## config.mk

```make
export PLATFORM = sky130hd
export DESIGN_NAME = pcie_rx_tlp_engine
export DESIGN_NICKNAME = d
export VERILOG_FILES = /design/src/rtl/pcie_rx_tlp_engine.sv
export SDC_FILE = /design/constraint.sdc
export NUM_CORES = 1
export LEC_CHECK = 0
export CAP_MARGIN = 0
export CORE_ASPECT_RATIO = 0.9
export CORE_MARGIN = 5
export CORE_UTILIZATION = 45
export DETAILED_ROUTE_END_ITERATION = 8
export PLACE_DENSITY = 0.74
export SYNTH_ARGS = -nofsm -noshare
export SYNTH_HDL_FRONTEND = slang
export SYNTH_SLANG_ARGS = --single-unit
```

## constraint.sdc

```tcl
create_clock -name i_clk -period 2.75 [get_ports i_clk]
set_input_delay 0.55 -clock i_clk [delete_from_list [all_inputs] [get_ports i_clk]]
set_output_delay 0.55 -clock i_clk [all_outputs]
set_load 0.03 [all_outputs]
```

## src/rtl/pcie_rx_tlp_engine.sv

```systemverilog
// PCIe RX TLP engine: splits a 128-bit AXI4-Stream RX channel into single-DW
// memory read requests, DW-serialised memory writes and completion data beats.
// Unsupported or malformed TLPs are discarded and counted.
module pcie_rx_tlp_engine #(
  parameter int unsigned P_MAX_WR_DW = 32,
  parameter logic [7:0]  P_BAR_MASK  = 8'h01,
  parameter int unsigned P_CNT_WIDTH = 16
) (
  input  logic                   i_clk,
  input  logic                   i_rst_n,
  input  logic [127:0]           s_axis_rx_tdata,
  input  logic                   s_axis_rx_tvalid,
  input  logic                   s_axis_rx_tlast,
  input  logic [21:0]            s_axis_rx_tuser,
  output logic                   s_axis_rx_tready,
  output logic                   rd_req_valid,
  output logic [63:0]            rd_req_addr,
  output logic [3:0]             rd_req_be,
  output logic [2:0]             rd_req_tc,
  output logic [1:0]             rd_req_attr,
  output logic [15:0]            rd_req_rid,
  output logic [7:0]             rd_req_tag,
  output logic [2:0]             rd_req_bar,
  input  logic                   rd_req_ready,
  output logic                   wr_valid,
  output logic [63:0]            wr_addr,
  output logic [31:0]            wr_data,
  output logic [3:0]             wr_be,
  output logic                   wr_last,
  output logic [2:0]             wr_bar,
  input  logic                   wr_ready,
  output logic [127:0]           cpl_dout,
  output logic [1:0]             cpl_first_dw,
  output logic                   cpl_valid,
  output logic                   cpl_done,
  output logic [7:0]             cpl_tag,
  output logic [P_CNT_WIDTH-1:0] drop_cnt
);

  typedef enum logic [2:0] {IDLE, RD_REQ, WR_EMIT, WR_FETCH, CPL, DROP} state_t;

  state_t       state;
  logic [127:0] wbuf;
  logic [1:0]   widx;
  logic [10:0]  wleft;
  logic         wfirst;
  logic [3:0]   wfbe;
  logic [3:0]   wlbe;
  logic         tlast_seen;
  logic [10:0]  cpl_rem;

  logic [31:0]  h0, h1, h2, h3;
  logic [6:0]   fmt_type;
  logic [10:0]  len_dw;
  logic [63:0]  tlp_addr;
  logic [7:0]   bar_sel;
  logic         bar_ok;
  logic [2:0]   bar_idx;
  logic         sof;
  logic         beat_acc;
  logic         acc_mrd, acc_mwr, acc_cpl;
  logic         unused_bits;

  assign h0       = s_axis_rx_tdata[31:0];
  assign h1       = s_axis_rx_tdata[63:32];
  assign h2       = s_axis_rx_tdata[95:64];
  assign h3       = s_axis_rx_tdata[127:96];
  assign fmt_type = h0[30:24];
  assign sof      = s_axis_rx_tuser[14];
  assign bar_sel  = s_axis_rx_tuser[9:2] & P_BAR_MASK;
  assign bar_ok   = |bar_sel;
  assign beat_acc = s_axis_rx_tvalid && s_axis_rx_tready;

  assign unused_bits = ^{h0[31], h0[23], h0[19:14], h0[11:10],
                         s_axis_rx_tuser[21:15], s_axis_rx_tuser[13:10],
                         s_axis_rx_tuser[1:0]};

  // Ready depends only on the state: stalled while an output handshake is pending
  always_comb begin
    s_axis_rx_tready = (state == IDLE) || (state == WR_FETCH) ||
                       (state == CPL)  || (state == DROP);
  end

  // Header decode of the current beat: length, address, BAR and acceptance
  always_comb begin
    len_dw   = (h0[9:0] == 10'd0) ? 11'd1024 : {1'b0, h0[9:0]};
    tlp_addr = fmt_type[5] ? {h2, h3[31:2], 2'b00} : {32'h0, h2[31:2], 2'b00};
    bar_idx  = '0;
    for (int unsigned i = 8; i > 0; i--) begin
      if (bar_sel[i-1]) bar_idx = 3'(i - 1);
    end
    acc_mrd = ((fmt_type == 7'h00) || (fmt_type == 7'h20)) && (h0[9:0] == 10'd1) && bar_ok;
    acc_mwr = ((fmt_type == 7'h40) || (fmt_type == 7'h60)) &&
              (len_dw <= 11'(P_MAX_WR_DW)) && bar_ok;
    acc_cpl = (fmt_type == 7'h4A) && bar_ok;
  end

  // First DW of a write uses first BE, a later final DW uses last BE
  function automatic logic [3:0] dw_be(input logic first, input logic [10:0] left,
                                       input logic [3:0] fbe, input logic [3:0] lbe);
    if (first)            return fbe;
    else if (left == 11'd1) return lbe;
    else                  return 4'hF;
  endfunction

  // Main FSM with registered outputs
  always_ff @(posedge i_clk) begin
    if (!i_rst_n) begin
      state        <= IDLE;
      rd_req_valid <= 1'b0;
      rd_req_addr  <= '0;
      rd_req_be    <= '0;
      rd_req_tc    <= '0;
      rd_req_attr  <= '0;
      rd_req_rid   <= '0;
      rd_req_tag   <= '0;
      rd_req_bar   <= '0;
      wr_valid     <= 1'b0;
      wr_addr      <= '0;
      wr_data      <= '0;
      wr_be        <= '0;
      wr_last      <= 1'b0;
      wr_bar       <= '0;
      cpl_dout     <= '0;
      cpl_first_dw <= '0;
      cpl_valid    <= 1'b0;
      cpl_done     <= 1'b0;
      cpl_tag      <= '0;
      drop_cnt     <= '0;
      wbuf         <= '0;
      widx         <= '0;
      wleft        <= '0;
      wfirst       <= 1'b0;
      wfbe         <= '0;
      wlbe         <= '0;
      tlast_seen   <= 1'b0;
      cpl_rem      <= '0;
    end else begin
      cpl_valid <= 1'b0;
      cpl_done  <= 1'b0;
      case (state)
        IDLE: begin
          if (beat_acc && sof) begin
            if (acc_mrd) begin
              rd_req_valid <= 1'b1;
              rd_req_addr  <= tlp_addr;
              rd_req_be    <= h1[3:0];
              rd_req_tc    <= h0[22:20];
              rd_req_attr  <= h0[13:12];
              rd_req_rid   <= h1[31:16];
              rd_req_tag   <= h1[15:8];
              rd_req_bar   <= bar_idx;
              state        <= RD_REQ;
            end else if (acc_mwr) begin
              wr_addr    <= tlp_addr;
              wr_bar     <= bar_idx;
              wfbe       <= h1[3:0];
              wlbe       <= h1[7:4];
              wleft      <= len_dw;
              wfirst     <= 1'b1;
              tlast_seen <= s_axis_rx_tlast;
              if (fmt_type[5]) begin
                state <= WR_FETCH;
              end else begin
                wbuf     <= s_axis_rx_tdata;
                widx     <= 2'd3;
                wr_valid <= 1'b1;
                wr_data  <= h3;
                wr_be    <= h1[3:0];
                wr_last  <= (len_dw == 11'd1);
                state    <= WR_EMIT;
              end
            end else if (acc_cpl) begin
              cpl_dout     <= s_axis_rx_tdata;
              cpl_first_dw <= 2'd3;
              cpl_tag      <= h2[15:8];
              cpl_valid    <= 1'b1;
              cpl_rem      <= len_dw - 11'd1;
              if (len_dw == 11'd1) cpl_done <= 1'b1;
              else                 state    <= CPL;
            end else begin
              if (drop_cnt != '1) drop_cnt <= drop_cnt + 1'b1;
              if (!s_axis_rx_tlast) state <= DROP;
            end
          end
        end
        RD_REQ: begin
          if (rd_req_ready) begin
            rd_req_valid <= 1'b0;
            state        <= IDLE;
          end
        end
        WR_EMIT: begin
          if (wr_ready) begin
            wr_addr <= wr_addr + 64'd4;
            wleft   <= wleft - 11'd1;
            wfirst  <= 1'b0;
            if (wleft == 11'd1) begin
              wr_valid <= 1'b0;
              wr_last  <= 1'b0;
              state    <= tlast_seen ? IDLE : DROP;
            end else if (widx == 2'd3) begin
              wr_valid <= 1'b0;
              state    <= WR_FETCH;
            end else begin
              widx    <= widx + 2'd1;
              wr_data <= wbuf[{widx + 2'd1, 5'd0} +: 32];
              wr_be   <= dw_be(1'b0, wleft - 11'd1, wfbe, wlbe);
              wr_last <= (wleft == 11'd2);
            end
          end
        end
        WR_FETCH: begin
          // Shared by the 4DW first payload beat and every continuation beat
          if (beat_acc) begin
            wbuf       <= s_axis_rx_tdata;
            widx       <= 2'd0;
            tlast_seen <= s_axis_rx_tlast;
            wr_valid   <= 1'b1;
            wr_data    <= s_axis_rx_tdata[31:0];
            wr_be      <= dw_be(wfirst, wleft, wfbe, wlbe);
            wr_last    <= (wleft == 11'd1);
            state      <= WR_EMIT;
          end
        end
        CPL: begin
          if (beat_acc) begin
            cpl_dout     <= s_axis_rx_tdata;
            cpl_valid    <= 1'b1;
            cpl_first_dw <= (cpl_rem < 11'd4) ? (2'd0 - cpl_rem[1:0]) : 2'd0;
            cpl_rem      <= cpl_rem - 11'd4;
            if (cpl_rem <= 11'd4) begin
              cpl_done <= 1'b1;
              state    <= IDLE;
            end
          end
        end
        DROP: begin
          if (beat_acc && s_axis_rx_tlast) state <= IDLE;
        end
        default: state <= IDLE;
      endcase
    end
  end

endmodule

```

==> impl_metrics.json, run 1 <==
{
  "holdBufCountCts": 0,
  "postCtsSetupRepairBufs": 0,
  "drive_above_1_share_pct": 11.1,
  "clockBufferDepth": 3,
  "final_cells": 4238,
  "placed_cell_area_um2": 30300,
  "dp_hpwl_um": 72700,
  "postSynth.asyncResetShare_pct": 0,
  "syn_inst": 2974,
  "cellPowerDensity_nw_per_um2": 692,
  "min-delay-start": "s_axis_rx_tdata[29]",
  "cts_resized": 0,
  "required_ns": 3.31,
  "yosys-top-cells-area": "dfxtp_1, nand2_1, a21oi_1",
  "r2r-end": "wr_addr[37]",
  "power_mw": 22.3,
  "post-place-ws_ns": -0.367,
  "min_to": "cpl_dout[29]",
  "gp_congestion": 0.962,
  "reg2reg_slack_ns": 0.07,
  "fin_nets": 3672,
  "yosys_register_bits": 517,
  "cts_tree": "built",
  "synth_ff_type": "dfxtp_1",
  "max-slew-margin-rel_pct": 46.2,
  "yosysTopAreaCellShare_pct": 44.2,
  "min_period_ns": 2.68,
  "finClkSkew_ns": 0.0323,
  "start_util_pct": 45.4,
  "grt_use_total_pct": 33.6,
  "ys_top_cells_by_count": "nand2_1, dfxtp_1, a21oi_1, clkbuf_1, nor2_1",
  "synth.distinct_cells": 69,
  "worst_setup_path_end_kind": "flip-flop",
  "design.core.area_um2": 51600,
  "synth_top_area_cell": "dfxtp_1",
  "crit_fanout": 5,
  "avgSynthCellArea_um2": 7.88,
  "cts_buffers": 55,
  "fillCellCount": 4486,
  "clk_latency_ns": 0.64,
  "switching_share_pct": 33.6,
  "wl_per_cell_um": 23.8,
  "dp.cells": 4134,
  "grt_overflow": 0,
  "io_buffer_count": 488,
  "hold_viol_final": 0,
  "rsz0062_at_grt": "no",
  "switchingPower_mw": 7.47,
  "fin_area_um2": 32200,
  "max_freq_mhz": 373,
  "drt_pass1_iterations": 8,
  "timing.hold.ws_ns": 0.281,
  "std_cell_rows": 79,
  "routed_wl_um": 101000,
  "grt_pass1_wl_um": 148000,
  "hold_path.class": "input pin to flip-flop",
  "htreeDepth": 2,
  "fp.dieW_um": 250,
  "multi_input_area_um2": 12000,
  "root_buffer": "clkbuf_16",
  "p_leak_nw": 11.3,
  "arrival_ns": 3.24,
  "setup_slack_ns": 0.0655,
  "worst_pin_slew_ns": 0.799,
  "pwr-share-clk_pct": 34.6,
  "drc_errors": 0,
  "reg2reg_depth": 6,
  "final-seq-area_um2": 10400,
  "synth.most_common_cell": "nand2_1",
  "synth-edff-count": 0,
  "max_cap_violations": 0,
  "cp-start-kind": "flip-flop",
  "synth_warnings": 0,
  "final.period_utilization_pct": 97.6,
  "crit_type": "flip-flop to flip-flop",
  "numClockSinks": 517,
  "pwr-share-seq_pct": 38.3,
  "ios": 519,
  "reg2reg_from": "wr_addr[18]",
  "cell_internal_pwr_mw": 14.8,
  "syn_to_final_growth_pct": 37.4,
  "drtIter0Drc": 2846,
  "setup_violations": 0,
  "status": "completed",
  "die_h_um": 226,
  "finalMaxSlewViolations": 0,
  "path_clk_slew_ns": 0.06,
  "vias": 24929,
  "netlist_area_um2": 23400,
  "via_per_inst": 5.88,
  "antenna_found_initial": 4,
  "grt_pass1_vias": 23740,
  "combPwrFrac_pct": 27.1,
  "seq_area_frac_synth_pct": 44.2,
  "fp.dieArea_um2": 56700,
  "peakVddDrop_uv": 540,
  "ant_nets": 0,
  "grt_max_degree": 118,
  "whs_path_depth": 3
}
==> flip-flops by register name (all words and copies together) (netlist names), 8 cells and up <==
signal       cells
drop_cnt        16
cpl_dout       128
wbuf           128
cpl_tag          8
rd_req_rid      16
cpl_rem         11
wr_data         32
rd_req_addr     62
wleft           11
rd_req_tag       8
wr_addr         62
==> critical path, cell delays in order (launching register included) <==
cell and delay, ns:
dfxtp_1 0.47, nand4_1 0.27, or4_4 0.53, or4_4 0.59, or4_1 0.43, a21oi_1 0.17, o21a_1 0.14
==> routing by layer <==
layer  vias up  global-route usage [%]  share of wire, %
met3       271                    8.46                10
met2      1300                    52.2                44
met5         -                       0                 0
li1      11370                       -                 -
met1     11988                    44.0                40
met4         0                    16.1               5.5
==> stage by stage <==
| step | util (%) | setup TNS (ns) |
|---|---|---|
| 2_1_floorplan | - | 0 |
| 6_report | 62.4 | 0 |
| 3_3_place_gp | 58.7 | -84.85 |
| 5_1_grt | 62.4 | 0 |
| 3_5_place_dp | 58.7 | -98.70 |
| 4_1_cts | 62.4 | 0 |
==> kinds of logic (layout without fill, tap and decap cells) <==
kind of cell / after synthesis / count (layout) / share of synthesized area [%]
and+or+nand+nor: 1256 / 1256 / 23.4
AOI/OAI and AO/OA: 740 / 740 / 17.9
DFF: 517 / 517 / 44.2
buffers and inverters: 279 / 844 / 4.98
muxes: 151 / 151 / 8.18
xor gates and xnor gates: 17 / 17 / 0.636
adders and majority gates: 13 / 13 / 0.694
other: 1 / 12 / 0.0160
==> cells in the final DEF, fill, tap and decap left out, drive strengths merged, types with 32 or more instances in the layout <==
| cell | netlist | final |
|---|---|---|
| nand3 | 75 | 75 |
| mux4 | 32 | 32 |
| mux2i | 116 | 116 |
| clkbuf | 187 | 80 |
| nor2 | 151 | 151 |
| nor3 | 58 | 58 |
| a211oi | 41 | 41 |
| o211ai | 44 | 44 |
| buf | 66 | 231 |
| dfxtp | 517 | 517 |
| a21oi | 445 | 445 |
| clkdlybuf4s50 | 0 | 485 |
| o21ai | 121 | 121 |
| nand4 | 48 | 48 |
| nand2 | 781 | 781 |
==> power groups by stage <==
stage	Sequential [mW]	Clock (mW)	Combinational, mW
2_1_floorplan	9.41	0	2.52
3_3_place_gp	8.64	0	5.91
3_5_place_dp	8.66	0	5.96
6_report	8.52	7.71	6.04
5_1_grt	8.57	8.07	6.36
4_1_cts	8.51	7.79	5.99
==> worst max-delay path by stage <==
stage                                   from               to  slack, ns
after floorplan           s_axis_rx_tdata[3]      wr_data[12]       0.12
after global placement    s_axis_rx_tdata[1]      wr_addr[40]      -0.32
after detailed placement  s_axis_rx_tdata[2]  rd_req_addr[17]      -0.37
after CTS                        wr_addr[18]      wr_addr[37]       0.13
after global routing             wr_addr[18]      wr_addr[37]       0.03
final                            wr_addr[18]      wr_addr[37]       0.07
==> cell type report <==
type                       instances  area share (%)
sequential                       517            32.2
clock buffer                      80            4.97
antenna                            2          0.0156
timing repair buffer             716            21.7
inverter                          26           0.327
multi-input combinational       2187            37.4
tap                              688            2.68
clock inverter                    22           0.805
Note: power is estimated with default switching activity, not from simulation.
==> run 2: changes to the inputs <==
--- a/config.mk
+++ b/config.mk
@@ -10,7 +10,7 @@
 export CORE_MARGIN = 5
 export CORE_UTILIZATION = 45
 export DETAILED_ROUTE_END_ITERATION = 8
-export PLACE_DENSITY = 0.74
+export PLACE_DENSITY = 0.8
 export SYNTH_ARGS = -nofsm -noshare
 export SYNTH_HDL_FRONTEND = slang
 export SYNTH_SLANG_ARGS = --single-unit
==> impl_metrics.json, run 2 (synthesis results as in run 1) <==
{
  "die_h_um": 226,
  "wl_per_cell_um": 23.0,
  "worst_setup_path_end_kind": "flip-flop",
  "hold_viol_final": 0,
  "grt_max_degree": 102,
  "rsz0062_at_grt": "no",
  "hold_path.class": "input pin to flip-flop",
  "vias": 24710,
  "path_clk_slew_ns": 0.06,
  "via_per_inst": 5.85,
  "drc_errors": 0,
  "postCtsSetupRepairBufs": 0,
  "fin_area_um2": 32200,
  "design.core.area_um2": 51600,
  "clk_latency_ns": 0.62,
  "ios": 519,
  "drt_pass1_iterations": 6,
  "htreeDepth": 2,
  "setup_violations": 0,
  "layout_common_cells": "nand2_1, dfxtp_1, clkdlybuf4s50_1",
  "grt_pass1_wl_um": 142000,
  "std_cell_rows": 79,
  "fin_nets": 3665,
  "post-place-ws_ns": -0.424,
  "start_util_pct": 45.4,
  "required_ns": 3.29,
  "tns_ns": 0,
  "max-slew-margin-rel_pct": 51.7,
  "crit_type": "flip-flop to flip-flop",
  "cts_tree": "built",
  "cp-start-kind": "flip-flop",
  "worst_pin_slew_ns": 0.705,
  "antenna_found_initial": 6,
  "timing.hold.ws_ns": 0.298,
  "cellPowerDensity_nw_per_um2": 691,
  "top_regs": "cpl_dout x128, wbuf x128",
  "ant_nets": 0,
  "fp.dieArea_um2": 56700,
  "fin_util_pct": 62.4,
  "max_freq_mhz": 383,
  "final_common_cell": "nand2_1",
  "placed_cell_area_um2": 30300,
  "grt_pass1_vias": 22801,
  "finClkSkew_ns": 0.0307,
  "gp_congestion": 0.988,
  "crit_fanout": 8,
  "final.period_utilization_pct": 94.9,
  "status": "completed",
  "min_period_ns": 2.61,
  "dp_hpwl_um": 70800,
  "max_cap_violations": 0,
  "grt_use_total_pct": 32.2,
  "reg2reg_slack_ns": 0.14,
  "arrival_ns": 3.15,
  "setup_slack_ns": 0.139,
  "root_buffer": "clkbuf_16",
  "grt_overflow": 0,
  "peakVddDrop_uv": 506,
  "finalMaxSlewViolations": 0,
  "drtIter0Drc": 2767,
  "p_leak_nw": 11.3,
  "numClockSinks": 517,
  "fp.dieW_um": 250,
  "drive_above_1_share_pct": 11.0,
  "routed_wl_um": 97400,
  "io_buffer_count": 488,
  "cts_buffers": 54,
  "clockBufferDepth": 3,
  "syn_to_final_growth_pct": 37.4
}
[run 2: cell types whose count changed in the layout (fill, tap and decap cells not counted), sizes merged]
cell    delta
clkinv     +3
clkbuf     -9
inv        -1
bufinv     +2
buf        -6
diode      -1
[run 2: stage by stage]
| step | total power [mW] | std cells |
|---|---|---|
| 2_1_floorplan | 11.9 | 2983 |
| 3_3_place_gp | 14.5 | 4128 |
| 3_5_place_dp | 14.6 | 4128 |
| 4_1_cts | 22.2 | 4225 |
| 5_1_grt | 23.0 | 4225 |
| 6_report | 22.2 | 4226 |
[run 2: cell type report]
class                   count  area (µm²)
fillers                  4465       19400
multi-input cells        2187       12000
flip-flops and latches    517       10400
repair buffers            710        6990
clock buffers              71        1530
well taps                 688         861
clock inverters            26         303
inverters                  26         105
diodes                      1        2.50
[run 2: path summary, 6_finish.rpt]
kind                             from             to  depth (start not counted)
setup / recovery          wr_addr[13]    wr_addr[37]                          6
hold / removal    s_axis_rx_tdata[29]   cpl_dout[29]                          3
setup reg to reg          wr_addr[13]    wr_addr[37]                          6
hold reg to reg         rd_req_tag[6]  rd_req_tag[6]                          2
[run 2: repair_timing]
item / 4_1_cts / 5_1_grt
setup endpoints to repair: 0 / 1
hold buffers: 0 / 0
gates resized for setup: 0 / 1
[run 2: where the power goes]
| part | switching (mW) | leakage [nW] | internal [mW] |
|---|---|---|---|
| combinational | 3.72 | 6.23 | 2.35 |
| sequential | 0.430 | 4.17 | 8.03 |
| clock | 3.23 | 0.892 | 4.46 |
[run 2: per-layer routing]
metal  wire, µm  share of wire (%)  track usage, %  up-vias
met4       5710                5.9            16.1       10
met2      41600                 43            48.4     1361
met5         75              0.077               0        -
met3      10900                 11            8.97      286
li1           -                  -               -    11371
met1      39100                 40            43.0    11682
[run 2: critical path: stages, from the launching register on]
cell and delay, ns:
dfxtp_1 0.47, nand3_4 0.17, or4_4 0.59, or4_4 0.60, or4_1 0.42, a21oi_1 0.16, o21a_1 0.13
==> RTL change (flow settings as in run 1) <==
Put one more register stage on the output `drop_cnt`. The value now appears one clock later. The other outputs are not delayed to match.
--- a/src/rtl/pcie_rx_tlp_engine.sv
+++ b/src/rtl/pcie_rx_tlp_engine.sv
@@ -39,6 +39,8 @@
 
   typedef enum logic [2:0] {IDLE, RD_REQ, WR_EMIT, WR_FETCH, CPL, DROP} state_t;
 
+  logic [P_CNT_WIDTH-1:0] drop_cnt_s0;
+
   state_t       state;
   logic [127:0] wbuf;
   logic [1:0]   widx;
@@ -126,7 +128,7 @@
       cpl_valid    <= 1'b0;
       cpl_done     <= 1'b0;
       cpl_tag      <= '0;
-      drop_cnt     <= '0;
+      drop_cnt_s0  <= '0;
       wbuf         <= '0;
       widx         <= '0;
       wleft        <= '0;
@@ -179,7 +181,7 @@
               if (len_dw == 11'd1) cpl_done <= 1'b1;
               else                 state    <= CPL;
             end else begin
-              if (drop_cnt != '1) drop_cnt <= drop_cnt + 1'b1;
+              if (drop_cnt_s0 != '1) drop_cnt_s0 <= drop_cnt_s0 + 1'b1;
               if (!s_axis_rx_tlast) state <= DROP;
             end
           end
@@ -243,5 +245,9 @@
     end
   end
 
+  always_ff @(posedge i_clk) begin
+    drop_cnt <= drop_cnt_s0;
+  end
+
 endmodule
 
Function: not settled (the Yosys comparison gave no result); the edit may change what the design does.
==> RTL change against run 1 <==
  * The run now ends with negative setup slack left
  * Worst hold slack improved by 0.11 ns
  * Final area grew 4.8%
  * Via count increased by 1.8%
  * Maximum frequency shrank 2.8%
  * Worst setup slack got worse by 0.077 ns
  * Total power shrank 10%
  * Synthesized area rose by 2.7%
  * Sequential cell count is 16 higher
  * Critical path depth increased by 5
  * Wire length increased by 5.1%
  * Critical path type is now input pin to flop
  * Critical endpoint is now wbuf[43]
==> RTL change: results (changes against run 1) <==
[sta]
final.setup_skew_ns = 0.0281  ; -0.00414 ns
setup_viol = 1  ; +1
setup_ws_ns = -0.0114  ; -0.0769 ns
worst_pin_slew_ns = 0.871  ; +0.0713 ns
whs_ns = 0.389  ; +0.108 ns
fin_tns_setup_ns = -0.0114  ; -0.0114 ns

[place]
finalWeightedCongestion = 1.00  ; +4.2%
dp_hpwl_mm = 76.2  ; +4.9%
placedCellCount = 4128  ; -0.15%

[global_routing]
grt_pass1_vias = 24462  ; +3.0%
grt_use_total = 0.344  ; +0.00830
grt_start_max_net_pins = 93  ; -21%
use_met1 = 0.447  ; +0.00658
antenna_found_initial = 1  ; -3

[final_layout]
seq_cell_count = 533  ; +3.1%
multiInputGateArea_um2 = 12400  ; +3.4%
clock_cell_area_share = 0.0585  ; +0.000755
comb.multi_input.count = 2141  ; -2.1%
n_all_inverters = 19  ; -27%
nNetsFinal = 3684  ; +0.33%
num_antenna_cells = 0  ; -2

[worst_setup_path]
worstSetupStartpoint = s_axis_rx_tdata[26]
cp_data_arrival_time_ns = 3.32  ; +0.08 ns
rr_startpoint = wleft[4]
cp-endpoint = wbuf[43]
cpPeakStageDelay_ns = 0.51  ; -0.08 ns
cp_max_fo = 6  ; +1

[logic_synthesis]
synthDistinctLibCells = 79  ; +14%
syn_inst = 2925  ; -1.6%
synth.area.top_cells = dfxtp_1 (44%), nand2_1 (11%), a21oi_1 (7.6%)

[power]
irDropWorstVdd_uv = 505  ; -6.5%
p_leak_uw = 0.0114  ; +0.67%

[route]
wl_met2_mm = 47.6  ; +6.9%
route.vias.total = 25386  ; +1.8%
avgViaCountPerCell = 5.96  ; +1.4%

[status]
violations = negative setup slack
run_status = complete, but fails checks

[die]
rows = 80  ; +1.3%

[clocking]
ctsResizeCount = 20  ; +20

==> RTL change: changes by cell type in the layout (fill, tap and decap cells not counted), moves of 12 or more <==
cell and change:
o21ai_0 -39, buf_4 +20, a21oi_1 -90, a21oi_2 +109
mux2i_1 -57, nand2_4 +17, dfxtp_1 +14, nand2_2 +102
nand4_1 -22, o221a_2 +12, nand2_1 -90, and2_1 -16
clkdlybuf4s50_1 -12
==> RTL change: power by group <==
part	total, uW	internal, uW	leakage (uW)	switching, uW
Clock	8160	4820	0.000951	3330
Combinational	3690	1380	0.00614	2310
Sequential	8170	7970	0.00430	203
Total	20000	14200	0.0114	5850
==> RTL change: cell families (layout without fill, tap and decap cells) <==
logic type               after synthesis  in the layout  share of synthesized area
XOR/XNOR                              22             22                    0.00801
multiplexers                          95             95                     0.0564
other                                  1             10                   0.000156
buffers and inverters                261            887                     0.0531
adder cells (fa/ha/maj)               13             13                    0.00677
AND/OR/NAND/NOR                     1237           1237                      0.230
AO/OA/AOI/OAI                        763            764                      0.201
flip-flops                           533            533                      0.444
